**src/rtl/vector_pls_bus_master.sv**
```systemverilog
// vector_pls_bus_master: serializes full-width vector loads/stores into narrow bus beats
// Optional macro VECTOR_PLS_BUS_SKIP_EMPTY_EN: skip store beats whose byte enables are all zero
module vector_pls_bus_master #(
    parameter int NUM_ELEMS = 8,
    parameter int ELEM_SIZE = 16,
    parameter int BUS_BITS = 32,
    parameter int ADDR_W = 16,
    localparam int VEC_BITS = NUM_ELEMS * ELEM_SIZE,
    localparam int BEATS = VEC_BITS / BUS_BITS,
    localparam int BUS_BE = BUS_BITS / 8,
    localparam int KW = BEATS > 1 ? $clog2(BEATS) : 1
) (
    input  logic                  clk,
    input  logic                  reset,
    input  logic                  req_valid,
    output logic                  req_ready,
    input  logic                  req_we,
    input  logic [ADDR_W-1:0]     req_addr,
    input  logic [VEC_BITS-1:0]   req_wdata,
    input  logic [VEC_BITS/8-1:0] req_byteen,
    output logic                  rsp_valid,
    output logic [VEC_BITS-1:0]   rsp_rdata,
    output logic                  bus_cmd_valid,
    input  logic                  bus_cmd_ready,
    output logic                  bus_cmd_we,
    output logic [ADDR_W-1:0]     bus_cmd_addr,
    output logic [BUS_BITS-1:0]   bus_cmd_wdata,
    output logic [BUS_BE-1:0]     bus_cmd_byteen,
    input  logic                  bus_rsp_valid,
    input  logic [BUS_BITS-1:0]   bus_rsp_rdata
);
    typedef enum logic [1:0] {IDLE, CMD, RSP, DONE} state_t;
    state_t state;
    logic [KW-1:0] k;
    logic [KW-1:0] slot;
    logic we_r;
    logic [ADDR_W-1:0] addr_r;
    logic [BEATS-1:0][BUS_BITS-1:0] wdata_r;
    logic [BEATS-1:0][BUS_BITS-1:0] rdata_r;
    logic [BEATS-1:0][BUS_BE-1:0] be_r;
    logic [KW:0] nxt_first;
    logic [KW:0] nxt_after;
    logic last;
    assign last = k == KW'(BEATS - 1);
    assign slot = KW'(BEATS - 1) - k;
`ifdef VECTOR_PLS_BUS_SKIP_EMPTY_EN
    logic [BEATS-1:0][BUS_BE-1:0] req_be;
    assign req_be = req_byteen;
    function automatic logic [KW:0] nxt(input logic [BEATS-1:0][BUS_BE-1:0] be, input int from);
        nxt = '0;
        for (int j = BEATS - 1; j >= 0; j--)
            if (j >= from && |be[KW'(BEATS - 1 - j)]) nxt = {1'b1, KW'(j)};
    endfunction
    assign nxt_first = req_we ? nxt(req_be, 0) : {1'b1, {KW{1'b0}}};
    assign nxt_after = nxt(be_r, int'(k) + 1);
`else
    assign nxt_first = {1'b1, {KW{1'b0}}};
    assign nxt_after = {~last, k + 1'b1};
`endif
    assign rsp_rdata = rdata_r;
    assign bus_cmd_we = bus_cmd_valid & we_r;
    assign bus_cmd_addr = bus_cmd_valid ? addr_r + ADDR_W'(k) : '0;
    assign bus_cmd_wdata = bus_cmd_we ? wdata_r[slot] : '0;
    assign bus_cmd_byteen = bus_cmd_valid ? (we_r ? be_r[slot] : '1) : '0;
    // request FSM: capture, walk beats, collect read data, pulse completion
    always_ff @(posedge clk or posedge reset) begin
        if (reset) begin
            state <= IDLE;
            k <= '0;
            we_r <= 1'b0;
            addr_r <= '0;
            wdata_r <= '0;
            be_r <= '0;
            rdata_r <= '0;
            req_ready <= 1'b1;
            rsp_valid <= 1'b0;
            bus_cmd_valid <= 1'b0;
        end else begin
            case (state)
                IDLE: if (req_valid && req_ready) begin
                    we_r <= req_we;
                    addr_r <= req_addr;
                    wdata_r <= req_wdata;
                    be_r <= req_byteen;
                    req_ready <= 1'b0;
                    if (!req_we) rdata_r <= '0;
                    k <= nxt_first[KW-1:0];
                    if (nxt_first[KW]) begin
                        state <= CMD;
                        bus_cmd_valid <= 1'b1;
                    end else begin
                        state <= DONE;
                        rsp_valid <= 1'b1;
                    end
                end
                CMD: if (bus_cmd_ready) begin
                    if (!we_r) begin
                        state <= RSP;
                        bus_cmd_valid <= 1'b0;
                    end else if (nxt_after[KW]) begin
                        k <= nxt_after[KW-1:0];
                    end else begin
                        state <= DONE;
                        bus_cmd_valid <= 1'b0;
                        rsp_valid <= 1'b1;
                    end
                end
                RSP: if (bus_rsp_valid) begin
                    rdata_r[slot] <= bus_rsp_rdata;
                    if (last) begin
                        state <= DONE;
                        rsp_valid <= 1'b1;
                    end else begin
                        k <= k + 1'b1;
                        state <= CMD;
                        bus_cmd_valid <= 1'b1;
                    end
                end
                DONE: begin
                    state <= IDLE;
                    k <= '0;
                    rsp_valid <= 1'b0;
                    req_ready <= 1'b1;
                end
                default: state <= IDLE;
            endcase
        end
    end
endmodule

```
**config.mk**
```make
export PLATFORM = sky130hd
export DESIGN_NAME = vector_pls_bus_master
export DESIGN_NICKNAME = d
export VERILOG_FILES = /design/src/rtl/vector_pls_bus_master.sv
export SDC_FILE = /design/constraint.sdc
export NUM_CORES = 1
export LEC_CHECK = 0
export ABC_AREA = 1
export BUFFER_PORTS_ARGS = -buffer_cell sky130_fd_sc_hd__buf_4
export CAP_MARGIN = 20
export CELL_PAD_IN_SITES_DETAIL_PLACEMENT = 0
export CELL_PAD_IN_SITES_GLOBAL_PLACEMENT = 1
export CORE_MARGIN = 2
export CORE_UTILIZATION = 42
export CTS_BUF_LIST = sky130_fd_sc_hd__clkbuf_4
export CTS_CLUSTER_DIAMETER = 120
export DETAILED_ROUTE_END_ITERATION = 8
export HOLD_SLACK_MARGIN = 0.05
export PLACE_DENSITY_LB_ADDON = 0.1
export SYNTH_ARGS = -nofsm -noshare
export SYNTH_HDL_FRONTEND = slang
export SYNTH_SLANG_ARGS = --single-unit
```
**constraint.sdc**
```tcl
create_clock -name clk -period 20.8 [get_ports clk]
set_input_delay 4.16 -clock clk [delete_from_list [all_inputs] [get_ports clk]]
set_output_delay 4.16 -clock clk [all_outputs]
set_load 0.005 [all_outputs]
```
==> out/metrics.csv <==
metric;value;unit
area of the multi-input gates;5270;µm²
sequential area share after synthesis;55.0;%
Syn. warnings;0;
die width;183;µm
Cells after Synth;1702;
# clock sinks;296;
DR vias;12679;
Final Skew;0.0530;ns
Setup CP Type;reg -> out;
R2R depth;12;
fraction of layout cells with a size suffix above 1;25.2;%
row cnt;65;
Setup TNS Final;0;ns
CP arrival;3.25;ns
GRT Util Overall;25.0;%
CTS Buf Count;84;
Hold Path Origin;rsp_rdata[29];
Hold Path Sink;rsp_rdata[29];
iteration-0 DRC count of the detailed router;912;
EDFF count, synth;0;
largest buffer count on any clock path;3;
Fillers;3092;
pre-CTS setup slack;13.81;ns
CP peak stage delay;1.04;ns
root buffer cell;clkbuf_4;
Yosys top cell area share;54.8;%
initial core utilization;42.7;%
Hold Crit Class;reg -> reg;
slowest cell on the critical path;dfrtp_2;
Hold Path Cell Cnt;2;
reg-to-reg setup timing slack;17.39;ns
fmax;0.135;GHz
final setup margin;13.39;ns
die area;33500;µm²
drt wl/cell;16.5;µm
crit path cell chain;inv_1, buf_4, nor2_1, o21ai_0, a21oi_1, buf_4;
Peak VDD IR;0.0704;mV
hold slack;0.470;ns
H-tree levels;3;
Setup crit end kind;output port;
Final Cycle Share;35.6;%
placed inst area;16500;µm²
dpl hpwl;27.2;mm
final setup violation count;0;
P_leak;9.71;nW
grt ovf;0;
synth unique cells;24;
final wirelength;42.0;mm
nets;2289;
Vias/cell;4.98;
max-cap violations;0;
min Tclk post-route;7.41;ns
vias in the first global route;12396;
largest net degree at the start of global routing;167;
worst-skew pair later-pin latency;0.71;ns
Post-route DRC;0;
Synth area leaders;dfrtp_1 55%, nand2_1 21%, o21ai_0 4.6%, nand3_1 3.9%, nor2_1 3.0%;
initial antenna violation count;2;
register area;7410;µm²
reg-to-reg endpoint;rsp_rdata[71];
# port buffers;381;
Top Family by Delay on Critical Path;buffers and inverters;
register bit total from synthesis;296;
synthesis-to-finish area growth;30.3;%
core area;31600;µm²
num ports;382;
Worst-path clk slew;0.06;ns
Die Span Y;183;µm
Main synth FF type;dfrtp_1;
syn_area_per_cell;7.91;µm²
crit path max fanout;46;
Post-CTS Setup Repair Bufs;0;
outcome;finished, final reports clean;
cts hold-fix bufs;0;
Worst setup SP type;flip-flop;
Worst Path Required;16.64;ns
most instantiated cells after synthesis;771 x nand2_1, 295 x dfrtp_1, 123 x o21ai_0;
Final Hold Fails;0;
global-route wire length before repair;66.4;mm
worst r2r src;state[0];
Antenna Nets Post-Route;0;
Synth area leader;dfrtp_1;
post-cts sizing count;0;
CTS tree;yes;
unrepaired setup endpoints after global routing;false;
Synth Cell Area;13500;µm²
syn_nets;1911;
ys async rst share;100;%
Pre-Repair DR Iteration Count;7;
WP buf/inv;3;
Pins Over Slew Limit;0;
Least-Margin Pin Slew;1.09;ns
Top cell by count, worst path;buf_4;
relative slew slack;27.4;%
post-route cell area;17500;µm²
cell area power density;129;nW/µm²
GP Congestion;0.828;
count leader, synth;nand2_1;
total power;0.00227;W
-- layout by cell type (no fill, tap or decap), types with 2 or more instances in the layout --
| cell type | count |
|---|---|
| o21ai_0 | 123 |
| nand3_1 | 104 |
| inv_1 | 65 |
| diode_2 | 2 |
| nor3_1 | 2 |
| a21oi_1 | 72 |
| nand2_1 | 771 |
| inv_2 | 3 |
| o211ai_1 | 4 |
| clkinvlp_4 | 2 |
| clkbuf_4 | 125 |
| ha_1 | 10 |
| clkinv_1 | 14 |
| nand3b_1 | 33 |
| nor2_1 | 106 |
| dfrtp_1 | 293 |
| buf_4 | 397 |
-- stage by stage --
step	util, %	std cells
after CTS	55.5	2541
after floorplan	-	1702
after global routing	55.6	2544
final	55.6	2544
after global placement	52.1	2395
after detailed placement	52.1	2395
-- worst register-to-register path, delay by kind of cell, from the launching register on --
kind                       cells  cell delay (ns)
adders and majority gates      1             0.15
buffers and inverters          5             2.04
AOI/OAI and AO/OA              1             0.15
DFF                            1             0.42
and+or+nand+nor                5             0.52
-- worst max-delay path by stage --
stage | end | slack (ns) | from | cells after the start
after CTS | bus_cmd_byteen[1] | 13.04 | k[0] | 7
after global placement | bus_cmd_byteen[1] | 13.84 | k[0] | 7
after floorplan | addr_r[0] | 8.47 | reset | 1
after detailed placement | bus_cmd_byteen[1] | 13.81 | k[0] | 7
final | bus_cmd_wdata[29] | 13.39 | k[1] | 6
after global routing | bus_cmd_wdata[26] | 13.06 | k[1] | 6
-- metal layers --
metal	track usage [%]	up-vias	part of all wire (%)	wire length (µm)
met5	0	-	0	0
met4	9.18	0	2.4	1000
met3	5.32	64	7.4	3090
met2	39.6	470	47	19900
met1	33.8	5973	43	18000
li1	-	6172	-	-
-- power breakdown --
part           switching [W]  internal, W
Sequential          0.000138     0.000775
Clock               0.000251     0.000286
Combinational       0.000499     0.000321
Total               0.000888      0.00138
-- area by class of cell --
type	count	share of cell area [%]
Tap cell	402	2.87
Inverter	68	1.53
Sequential cell	296	42.3
Clock buffer	125	5.35
Timing Repair Buffer	399	17.3
Antenna cell	2	0.0285
Clock inverter	21	0.678
Multi-Input combinational cell	1231	30.0
-- kinds of logic (layout without fill, tap and decap cells) --
kind of cell	Yosys count	after routing	synth area share (%)
other	0	2	0
AO/OA/AOI/OAI	201	201	7.57
AND/OR/NAND/NOR	1019	1019	30.4
flip-flops	296	296	55.0
buffers and inverters	175	613	5.93
adder cells (fa/ha/maj)	11	11	1.08
-- state kept, by name, indices dropped and copies added (netlist names) --
name,cells
rsp_rdata,128
wdata_r,128
addr_r,16
be_r,16
k,2
state,2
bus_cmd_valid,1
req_ready,1
rsp_valid,1
we_r,1
(Power assumes the default switching activity.)
